$ cat src/rtl/byte_exec_pkg.sv
// Shared definitions for the byte-serial execution unit: op encodings,
// FSM states, phase count and small op-classification helpers.
package byte_exec_pkg;

   localparam int NPHASE = 4;

   typedef enum logic [2:0] {
      OP_ADD   = 3'd0,
      OP_SUB   = 3'd1,
      OP_AND   = 3'd2,
      OP_OR    = 3'd3,
      OP_XOR   = 3'd4,
      OP_SLT   = 3'd5,
      OP_SLTU  = 3'd6,
      OP_PASSB = 3'd7
   } op_e;

   typedef enum logic [1:0] {
      S_IDLE  = 2'd0,
      S_EXEC  = 2'd1,
      S_CMPWR = 2'd2,
      S_DONE  = 2'd3
   } state_e;

   function automatic logic is_cmp(input op_e op);
      return (op == OP_SLT) || (op == OP_SLTU);
   endfunction

   // Ops that run the adder as a subtractor (carry-in 1 at phase 0).
   function automatic logic is_sub(input op_e op);
      return (op == OP_SUB) || (op == OP_SLT) || (op == OP_SLTU);
   endfunction

endpackage

$ cat src/rtl/byte_serial_exec_if.sv
// Request handshake plus byte-wide register-file port of byte_serial_exec.
interface byte_serial_exec_if;
   logic        start;
   logic [2:0]  op;
   logic [3:0]  rs1;
   logic [3:0]  rs2;
   logic [3:0]  rd;
   logic [31:0] imm;
   logic        use_imm;
   logic        busy;
   logic        done;
   logic [1:0]  mux_phase;
   logic [3:0]  rf_rs1;
   logic [3:0]  rf_rs2;
   logic [3:0]  rf_rd;
   logic [7:0]  rs1_dat;
   logic [7:0]  rs2_dat;
   logic [7:0]  rd_dat;

   modport master (
      output start, op, rs1, rs2, rd, imm, use_imm, rs1_dat, rs2_dat,
      input  busy, done, mux_phase, rf_rs1, rf_rs2, rf_rd, rd_dat
   );

   modport slave (
      input  start, op, rs1, rs2, rd, imm, use_imm, rs1_dat, rs2_dat,
      output busy, done, mux_phase, rf_rs1, rf_rs2, rf_rd, rd_dat
   );
endinterface

$ cat src/rtl/byte_alu_slice.sv
// Combinational 8-bit ALU slice; carry chains across phases through the caller.
module byte_alu_slice
   import byte_exec_pkg::*;
(
   input  logic [7:0] a,
   input  logic [7:0] b,
   input  logic       cin,
   input  op_e        op,
   output logic [7:0] res,
   output logic       cout
);

   logic [8:0] sum;

   // Byte operation with 9-bit result so the adder exposes its carry.
   always_comb begin
      sum = 9'd0;
      case (op)
         OP_ADD:                  sum = {1'b0, a} + {1'b0, b} + {8'd0, cin};
         OP_SUB, OP_SLT, OP_SLTU: sum = {1'b0, a} + {1'b0, ~b} + {8'd0, cin};
         OP_AND:                  sum = {1'b0, a & b};
         OP_OR:                   sum = {1'b0, a | b};
         OP_XOR:                  sum = {1'b0, a ^ b};
         OP_PASSB:                sum = {1'b0, b};
         default:                 sum = 9'd0;
      endcase
   end

   assign res  = sum[7:0];
   assign cout = sum[8];

endmodule

$ cat src/rtl/byte_serial_exec.sv
// Executes one 32-bit register-register/immediate op a byte per cycle against
// an external byte-wide register file; compares take a second write pass.
module byte_serial_exec
   import byte_exec_pkg::*;
#(
   parameter int NPHASE = byte_exec_pkg::NPHASE
)(
   input  logic               clk,
   input  logic               rst,
   byte_serial_exec_if.slave  bus
);

   localparam logic [1:0] LAST_PHASE = 2'(NPHASE - 1);

   state_e      state;
   logic [1:0]  phase;
   logic        carry;
   logic        lt;
   op_e         op_r;
   logic [3:0]  rd_r;
   logic [31:0] imm_r;
   logic        use_imm_r;
   logic        busy_r;
   logic        done_r;
   logic [3:0]  rf_rs1_r;
   logic [3:0]  rf_rs2_r;
   logic [3:0]  rf_rd_r;

   logic [7:0]  b_byte;
   logic        cin;
   logic [7:0]  alu_res;
   logic        alu_cout;
   logic        lt_next;
   logic [7:0]  rd_dat_s;

   assign b_byte = use_imm_r ? imm_r[{phase, 3'b000} +: 8] : bus.rs2_dat;
   assign cin    = (phase == 2'd0) ? is_sub(op_r) : carry;

   byte_alu_slice u_alu (
      .a    (bus.rs1_dat),
      .b    (b_byte),
      .cin  (cin),
      .op   (op_r),
      .res  (alu_res),
      .cout (alu_cout)
   );

   // Signed compare falls back to the difference sign only when operand signs agree.
   always_comb begin
      if (op_r == OP_SLTU) begin
         lt_next = ~alu_cout;
      end else if (bus.rs1_dat[7] ^ b_byte[7]) begin
         lt_next = bus.rs1_dat[7];
      end else begin
         lt_next = alu_res[7];
      end
   end

   // Write byte: ALU result while executing, the compare flag in pass two.
   always_comb begin
      rd_dat_s = 8'd0;
      case (state)
         S_EXEC:  rd_dat_s = alu_res;
         S_CMPWR: rd_dat_s = (phase == 2'd0) ? {7'd0, lt} : 8'd0;
         default: rd_dat_s = 8'd0;
      endcase
   end

   // Sequencer: accept, byte phases, optional compare write-back, done pulse.
   always_ff @(posedge clk) begin
      if (rst) begin
         state     <= S_IDLE;
         phase     <= 2'd0;
         carry     <= 1'b0;
         lt        <= 1'b0;
         op_r      <= OP_ADD;
         rd_r      <= 4'd0;
         imm_r     <= 32'd0;
         use_imm_r <= 1'b0;
         busy_r    <= 1'b0;
         done_r    <= 1'b0;
         rf_rs1_r  <= 4'd0;
         rf_rs2_r  <= 4'd0;
         rf_rd_r   <= 4'd0;
      end else begin
         case (state)
            S_IDLE, S_DONE: begin
               done_r   <= 1'b0;
               phase    <= 2'd0;
               if (bus.start) begin
                  state     <= S_EXEC;
                  busy_r    <= 1'b1;
                  carry     <= 1'b0;
                  op_r      <= op_e'(bus.op);
                  rd_r      <= bus.rd;
                  imm_r     <= bus.imm;
                  use_imm_r <= bus.use_imm;
                  rf_rs1_r  <= bus.rs1;
                  rf_rs2_r  <= bus.rs2;
                  // Compare pass one discards its difference bytes into x0.
                  rf_rd_r   <= is_cmp(op_e'(bus.op)) ? 4'd0 : bus.rd;
               end else begin
                  state    <= S_IDLE;
                  busy_r   <= 1'b0;
                  rf_rs1_r <= 4'd0;
                  rf_rs2_r <= 4'd0;
                  rf_rd_r  <= 4'd0;
               end
            end
            S_EXEC: begin
               carry <= alu_cout;
               phase <= phase + 2'd1;
               if (phase == LAST_PHASE) begin
                  if (is_cmp(op_r)) begin
                     state   <= S_CMPWR;
                     lt      <= lt_next;
                     rf_rd_r <= rd_r;
                  end else begin
                     state    <= S_DONE;
                     busy_r   <= 1'b0;
                     done_r   <= 1'b1;
                     rf_rs1_r <= 4'd0;
                     rf_rs2_r <= 4'd0;
                     rf_rd_r  <= 4'd0;
                  end
               end else begin
                  state <= S_EXEC;
               end
            end
            S_CMPWR: begin
               phase <= phase + 2'd1;
               if (phase == LAST_PHASE) begin
                  state    <= S_DONE;
                  busy_r   <= 1'b0;
                  done_r   <= 1'b1;
                  rf_rs1_r <= 4'd0;
                  rf_rs2_r <= 4'd0;
                  rf_rd_r  <= 4'd0;
               end else begin
                  state <= S_CMPWR;
               end
            end
            default: begin
               state  <= S_IDLE;
               busy_r <= 1'b0;
               done_r <= 1'b0;
               phase  <= 2'd0;
            end
         endcase
      end
   end

   assign bus.busy      = busy_r;
   assign bus.done      = done_r;
   assign bus.mux_phase = phase;
   assign bus.rf_rs1    = rf_rs1_r;
   assign bus.rf_rs2    = rf_rs2_r;
   assign bus.rf_rd     = rf_rd_r;
   assign bus.rd_dat    = rd_dat_s;

endmodule

$ cat src/flat_wrapper.sv
// flat-port wrapper written by rule: the top's interface ports become plain ports
module byte_serial_exec_flat import byte_exec_pkg::*;
#(
   parameter int NPHASE = byte_exec_pkg::NPHASE
)
  (clk, rst, bus_start, bus_op, bus_rs1, bus_rs2, bus_rd, bus_imm, bus_use_imm, bus_rs1_dat, bus_rs2_dat, bus_busy, bus_done, bus_mux_phase, bus_rf_rs1, bus_rf_rs2, bus_rf_rd, bus_rd_dat);
  byte_serial_exec_if bus_i ();
  input  logic clk;
  input  logic rst;
  input wire logic [$bits(bus_i.start)-1:0] bus_start;
  input wire logic [$bits(bus_i.op)-1:0] bus_op;
  input wire logic [$bits(bus_i.rs1)-1:0] bus_rs1;
  input wire logic [$bits(bus_i.rs2)-1:0] bus_rs2;
  input wire logic [$bits(bus_i.rd)-1:0] bus_rd;
  input wire logic [$bits(bus_i.imm)-1:0] bus_imm;
  input wire logic [$bits(bus_i.use_imm)-1:0] bus_use_imm;
  input wire logic [$bits(bus_i.rs1_dat)-1:0] bus_rs1_dat;
  input wire logic [$bits(bus_i.rs2_dat)-1:0] bus_rs2_dat;
  output wire logic [$bits(bus_i.busy)-1:0] bus_busy;
  output wire logic [$bits(bus_i.done)-1:0] bus_done;
  output wire logic [$bits(bus_i.mux_phase)-1:0] bus_mux_phase;
  output wire logic [$bits(bus_i.rf_rs1)-1:0] bus_rf_rs1;
  output wire logic [$bits(bus_i.rf_rs2)-1:0] bus_rf_rs2;
  output wire logic [$bits(bus_i.rf_rd)-1:0] bus_rf_rd;
  output wire logic [$bits(bus_i.rd_dat)-1:0] bus_rd_dat;
  assign bus_i.start = bus_start;
  assign bus_i.op = bus_op;
  assign bus_i.rs1 = bus_rs1;
  assign bus_i.rs2 = bus_rs2;
  assign bus_i.rd = bus_rd;
  assign bus_i.imm = bus_imm;
  assign bus_i.use_imm = bus_use_imm;
  assign bus_i.rs1_dat = bus_rs1_dat;
  assign bus_i.rs2_dat = bus_rs2_dat;
  assign bus_busy = bus_i.busy;
  assign bus_done = bus_i.done;
  assign bus_mux_phase = bus_i.mux_phase;
  assign bus_rf_rs1 = bus_i.rf_rs1;
  assign bus_rf_rs2 = bus_i.rf_rs2;
  assign bus_rf_rd = bus_i.rf_rd;
  assign bus_rd_dat = bus_i.rd_dat;
  byte_serial_exec #(.NPHASE(NPHASE)) u_core (.clk(clk), .rst(rst), .bus(bus_i));
endmodule
$ cat config.mk
export PLATFORM = sky130hd
export DESIGN_NAME = byte_serial_exec_flat
export DESIGN_NICKNAME = d
export VERILOG_FILES = /design/src/rtl/byte_exec_pkg.sv /design/src/rtl/byte_serial_exec_if.sv /design/src/rtl/byte_alu_slice.sv /design/src/rtl/byte_serial_exec.sv /design/src/flat_wrapper.sv
export SDC_FILE = /design/constraint.sdc
export NUM_CORES = 1
export LEC_CHECK = 0
export CORE_ASPECT_RATIO = 1.4
export CORE_MARGIN = 2
export CORE_UTILIZATION = 40
export CTS_CLUSTER_DIAMETER = 150
export DETAILED_ROUTE_END_ITERATION = 10
export GPL_TIMING_DRIVEN = 0
export PLACE_DENSITY = 0.66
export SYNTH_ARGS = -nofsm -noshare
export SYNTH_HDL_FRONTEND = slang
export SYNTH_SLANG_ARGS = --single-unit
$ cat constraint.sdc
create_clock -name clk -period 8.5 [get_ports clk]
set_clock_uncertainty 0.15 [all_clocks]
set_input_delay 1.7 -clock clk [delete_from_list [all_inputs] [get_ports clk]]
set_output_delay 1.7 -clock clk [all_outputs]
set_load 0.005 [all_outputs]
# [After elaboration in Yosys (flattened, before gate mapping)]
# Index checks and enable logic that the tools add are counted.
[word_totals] regBits=60 out_inout_bits=24 in_bits=67
[classes] addsub=5 mux=36 n_reduce_logical=16 n_shift=1 n_eq_ne=17 bitwise=6
[op_table] operator="$pmux 9 s6" n=1
[op_table] operator="$mux 4" n=9
[op_table] operator="$pmux 4 s3" n=3
[op_table] operator="$shiftx 32x6->8" n=1
[op_table] operator="$add 8x8->9" n=2
[op_table] operator="$add 9x1->9" n=2
[op_table] operator="$eq 3x3->1 const B" n=6
[op_table] operator="$pmux 8 s2" n=1
[op_table] operator="$mux 1" n=15
[op_table] operator="$and 8x8->8" n=1
[op_table] operator="$mux 8" n=1
[op_table] operator="$not 8->8" n=1
[op_table] operator="$or 8x8->8" n=1
[op_table] operator="$xor 8x8->8" n=1
[op_table] operator="$eq 2x2->1 const B" n=3
[op_table] operator="$eq 3x2->1 const B" n=2
[op_table] operator="$pmux 1 s3" n=2
[op_table] operator="$pmux 2 s3" n=1
[op_table] operator="$reduce_and 2->1" n=3
[op_table] operator="$reduce_and 3->1" n=2
[op_table] operator="$logic_not 2->1" n=2
[op_table] operator="$logic_or 1x1->1" n=4
[op_table] operator="$ne 2x1->1 const B" n=2
[op_table] operator="$ne 2x2->1 const B" n=2
[op_table] operator="other kinds (12)" n=13

# [Longest topological paths before layout]
[depth] depth_word=8 ltp_mapped=12 ltp_nobuf=11

# [Cells and area by module]
# Synthesis repeated with hierarchy kept, for this count alone.
[unflattened] cells_unflattened=517 area_unflattened_um2=4156.5
[modules_own_cells] mod="byte_serial_exec" seq_area_each_um2=1201.2 area_per_inst_um2=2772.7 cells_each=326 n_inst=1
[modules_own_cells] mod="byte_alu_slice" seq_area_each_um2=0.0 area_per_inst_um2=1383.8 cells_each=191 n_inst=1

# [Worst setup path before layout]
# OpenSTA, ideal clock, no wires.
[synth_timing] path_kind="input to output" from="input port bus_rs2_dat[0]" to="output port bus_rd_dat[6]" arrival_time_ps=3762 path_stages=10 required_time_ps=6650 path_buffers=0 slack_ps=2888 path_cell_list="mux2i_4 > inv_2 > fa_1 > fa_1 > o21bai_1 > a21oi_1 > o31ai_1 > xnor2_1 > a221oi_1 > a211oi_1"
[synth_via] elab_chain_len=6 word_cells_on_any_way=8
[synth_rtl] element="start, declared" line_no="flat_wrapper.sv:18" source="input wire logic [$bits(bus_i.rs2_dat)-1:0] bus_rs2_dat;"
[synth_rtl] element="$mux 8 *" line_no="byte_serial_exec.sv:36" source="assign b_byte = use_imm_r ? imm_r[{phase, 3'b000} +: 8] : bus.rs2_dat;"
[synth_rtl] element="$not 8->8" line_no="byte_alu_slice.sv:20" source="OP_SUB, OP_SLT, OP_SLTU: sum = {1'b0, a} + {1'b0, ~b} + {8'd0, cin};"
[synth_rtl] element="$add 8x8->9" line_no="byte_alu_slice.sv:20"
[synth_rtl] element="$add 9x1->9" line_no="byte_alu_slice.sv:20"
[synth_rtl] element="$pmux 9 s6 *" line_no="byte_alu_slice.sv:18" source="case (op)"
[synth_rtl] element="$pmux 8 s2 *" line_no="byte_serial_exec.sv:62" source="case (state)"
[synth_rtl] element="end, declared" line_no="flat_wrapper.sv:25" source="output wire logic [$bits(bus_i.rd_dat)-1:0] bus_rd_dat;"
# Every way passes the cells marked *; elsewhere a longest branch is shown, timed or not.

# [Worst setup path after layout]
# Same ends and word-level chain as after synthesis.

==> results by group <==
Run status
  • Status: finished clean

Yosys
  • Synth unique cells: 53
  • Avg Cell Area, Syn: 7.83 sq um
  • Synth top area cells: dfxtp_1, ha_1, nand2_1
  • Area leader, netlist: dfxtp_1
  • Seq cells post-synth: 60
  • Syn Nets: 610
  • Yosys warning count: 0
  • Share of the synthesized area in the top cell type: 30.3%
  • Ys async rst share: 0%
  • Mapped Cells: between 500 and 600
  • Mapped cell area: between 3000 and 4000 sq um
  • Number of flops mapped to enable cells by yosys: 0
  • Predominant post-synthesis flop cell: dfxtp_1
  • Sequential area share after synthesis: 30.3%

Run
  • Number of max-cap violations: 0

Pwr
  • Power Density: 168 nW/um^2
  • Peak supply drop: roughly 0.15 mV
  • Leakage: ~2.1 nW

Global routing
  • Global-route wire length before repair: 18.8 mm
  • Largest net degree at the start of global routing: 11
  • Antenna violations before repair: 0
  • GRT overflow: 0
  • Global-route total usage across every layer: around 22%
  • Number of global-route vias before repair: between 3,000 and 4,000

Worst setup path
  • Worst path max stage delay: 540 ps
  • Crit path cell chain: clkdlybuf4s50_1 -> mux2i_4 -> inv_2 -> fa_1 -> fa_1 -> o21bai_1 -> a21oi_1 -> o31ai_1 -> xnor2_1 -> a221oi_1 -> a211oi_1 -> clkdlybuf4s50_1
  • Critical Path Start: bus_rs2_dat[0]
  • CP Data Arrival Time: slightly below 5000 ps
  • Slowest CP cell: clkdlybuf4s50_1
  • Crit Path Max Fanout: 4
  • Worst r2r dst: u_core.carry
  • CP Data Required Time: between 6000 and 7000 ps
  • Crit Path Class: input pin to output pin
  • Worst r2r src: u_core.bus.mux_phase[1]
  • Worst Setup Start Kind: input pin
  • CP endpoint: bus_rd_dat[6]
  • CP Capture Type: output pin
  • R2R cell count: 12
  • R2R Setup Slk: 4510 ps

Layout
  • Fraction of layout cells with a size suffix above 1: just over 8%
  • ANT cells: 0
  • Nets: roughly 700
  • Number of fill cells in the layout: about 950
  • Area Overhead vs Synth: 34.0%
  • Most common cell after layout, fill and taps aside: nand2_1
  • Most frequent cells in the layout: nand2_1, clkdlybuf4s50_1, a21oi_1

STA
  • Hold Vio Cnt, Final: 0
  • Rel. slew slack: roughly 58%
  • Period utilization: about 80%
  • Hold Slack: 302 ps
  • Final min period: between 6000 and 7000 ps
  • Final setup viols: 0
  • Fin Setup TNS: 0 ps
  • Max Freq: between 100 and 150 MHz
  • RSZ-0062 raised after global routing: false
  • Final slew viol count: 0
  • Slew @ Worst Pin: between 600 and 700 ps

Placed design
  • HPWL Detailed: 8.99 mm
  • Port Buf Inserts: between 80 and 90
  • RePlAce Congestion: a little under 0.9

Floorplanning
  • I/O pin count: 91
  • Die X: approximately 88 um
  • Initial core utilization: around two fifths
  • Core region area: roughly 9800 sq um
  • FP Rows: 43
  • Die H: 122 um
  • Full die area: around 11,000 sq um

CTS
  • Clk pin slew, worst setup/hold paths: 50 ps
  • Num CTS Buffers: 9
  • CTS Sinks: 60
  • Hold buffer count at CTS: 0
  • Clock tree buffer depth: 2
  • CTS tree: built
  • Post-CTS setup buffers: 0
  • CTS H-Tree Depth: 3
  • Clock Latency Late Sink: approximately 320 ps
  • PostCTS Resize Cnt: 0
  • Root buf cell: clkbuf_16

Hold path
  • Worst hold-check path type: register to register
  • Min-Delay Path Depth: 2

Drt
  • Routed WL per cell: 15.4 um
  • DRT Wirelength: between 10 and 15 mm
  • Via count: ~4,000
  • Iteration-0 DRC Markers: between 200 and 250
  • Vias/cell: 5.31
  • First-pass iteration count of the detailed router: 6
  • Remaining antenna violation count after routing: 0
  • Drt drc: 0
==> cells by family (layout without fill, tap and decap cells) <==
| family | count (synthesis) | count (layout) | share of synthesized area [%] |
|---|---|---|---|
| and+or+nand+nor | 182 | 182 | 20.4 |
| AOI/OAI and AO/OA | 136 | 136 | 20.6 |
| buffers and inverters | 67 | 170 | 7.44 |
| DFF | 60 | 60 | 30.3 |
| adders and majority gates | 36 | 36 | 12.1 |
| muxes | 17 | 17 | 7.19 |
| xor gates and xnor gates | 9 | 9 | 1.99 |
==> flip-flops by register name, indices dropped and copies added (netlist names) <==
name                  cells
u_core.imm_r             32
u_core.bus.rf_rd          4
u_core.bus.rf_rs1         4
u_core.bus.rf_rs2         4
u_core.rd_r               4
u_core.op_r               3
u_core.bus.mux_phase      2
u_core.state              2
u_core.bus.busy           1
u_core.bus.done           1
u_core.carry              1
u_core.lt                 1
u_core.use_imm_r          1
==> stage by stage <==
step / instance area, sq um / power, mW / util (%) / setup slack, ps / std cells
6_report: 5320 / 0.893 / 54.3 / 1680 / 745
2_1_floorplan: 3970 / 0.454 / - / 2890 / 507
3_3_place_gp: 5030 / 0.537 / 51.4 / 1640 / 731
4_1_cts: 5320 / 0.898 / 54.3 / 1660 / 745
5_1_grt: 5320 / 0.936 / 54.3 / 1460 / 745
3_5_place_dp: 5030 / 0.542 / 51.4 / 1680 / 731
==> layer usage <==
layer	routed length (um)	track usage [%]	part of all wire (%)
met3	539	3.79	4.7
met4	285	7.95	2.5
met2	6130	41.6	53
met5	0	0	0
met1	4530	25.3	39
==> cell type report <==
type,count,area [sq um],share of cell area [%]
clock buffer,12,256,4.82
buffer,34,171,3.22
inverter,33,124,2.33
tap,135,169,3.17
timing repair buffer,89,891,16.7
sequential,60,1200,22.6
multi-input combinational,380,2470,46.5
clock inverter,2,35.0,0.659
==> power breakdown <==
group / total (mW) / internal (mW) / leakage [nW] / switching (mW)
combinational: 0.229 / 0.107 / 1.42 / 0.123
clock: 0.354 / 0.238 / 0.145 / 0.116
sequential: 0.309 / 0.300 / 0.492 / 0.00962
total: 0.893 / 0.644 / 2.06 / 0.248
==> critical path, delay by kind of cell <==
family          cells  cell delay (ps)
xor+xnor            1              150
fa+ha+maj           2              880
buf+inv             3             1090
mux                 1              230
compound gates      5              910
==> synthesized netlist by cell type, types with 6 or more instances <==
cell type  count
a211oi_1      11
a21oi_1       71
a221oi_1       7
buf_2          8
clkbuf_1      19
dfxtp_1       60
ha_1          32
inv_1         26
inv_2          7
mux2i_1        6
mux4_2         8
nand2_1      105
nand2b_1       7
nand3_1       14
nor2_1        23
nor3_1         9
o21ai_0       13
o22ai_1        7
xnor2_1        6
==> worst min path at each step <==
| stage | startpoint | end | slack (ps) |
|---|---|---|---|
| finish | u_core.imm_r[21] | u_core.imm_r[21] | 300 |
| global route | u_core.bus.rf_rs2[1] | u_core.bus.rf_rs2[1] | 320 |
| CTS | u_core.imm_r[6] | u_core.imm_r[6] | 300 |
| detailed placement | u_core.imm_r[21] | u_core.imm_r[21] | 300 |
| global placement | u_core.bus.rf_rs1[0] | u_core.bus.rf_rs1[0] | 290 |
| floorplan | u_core.imm_r[10] | u_core.imm_r[10] | 280 |
(Power assumes the default switching activity.)
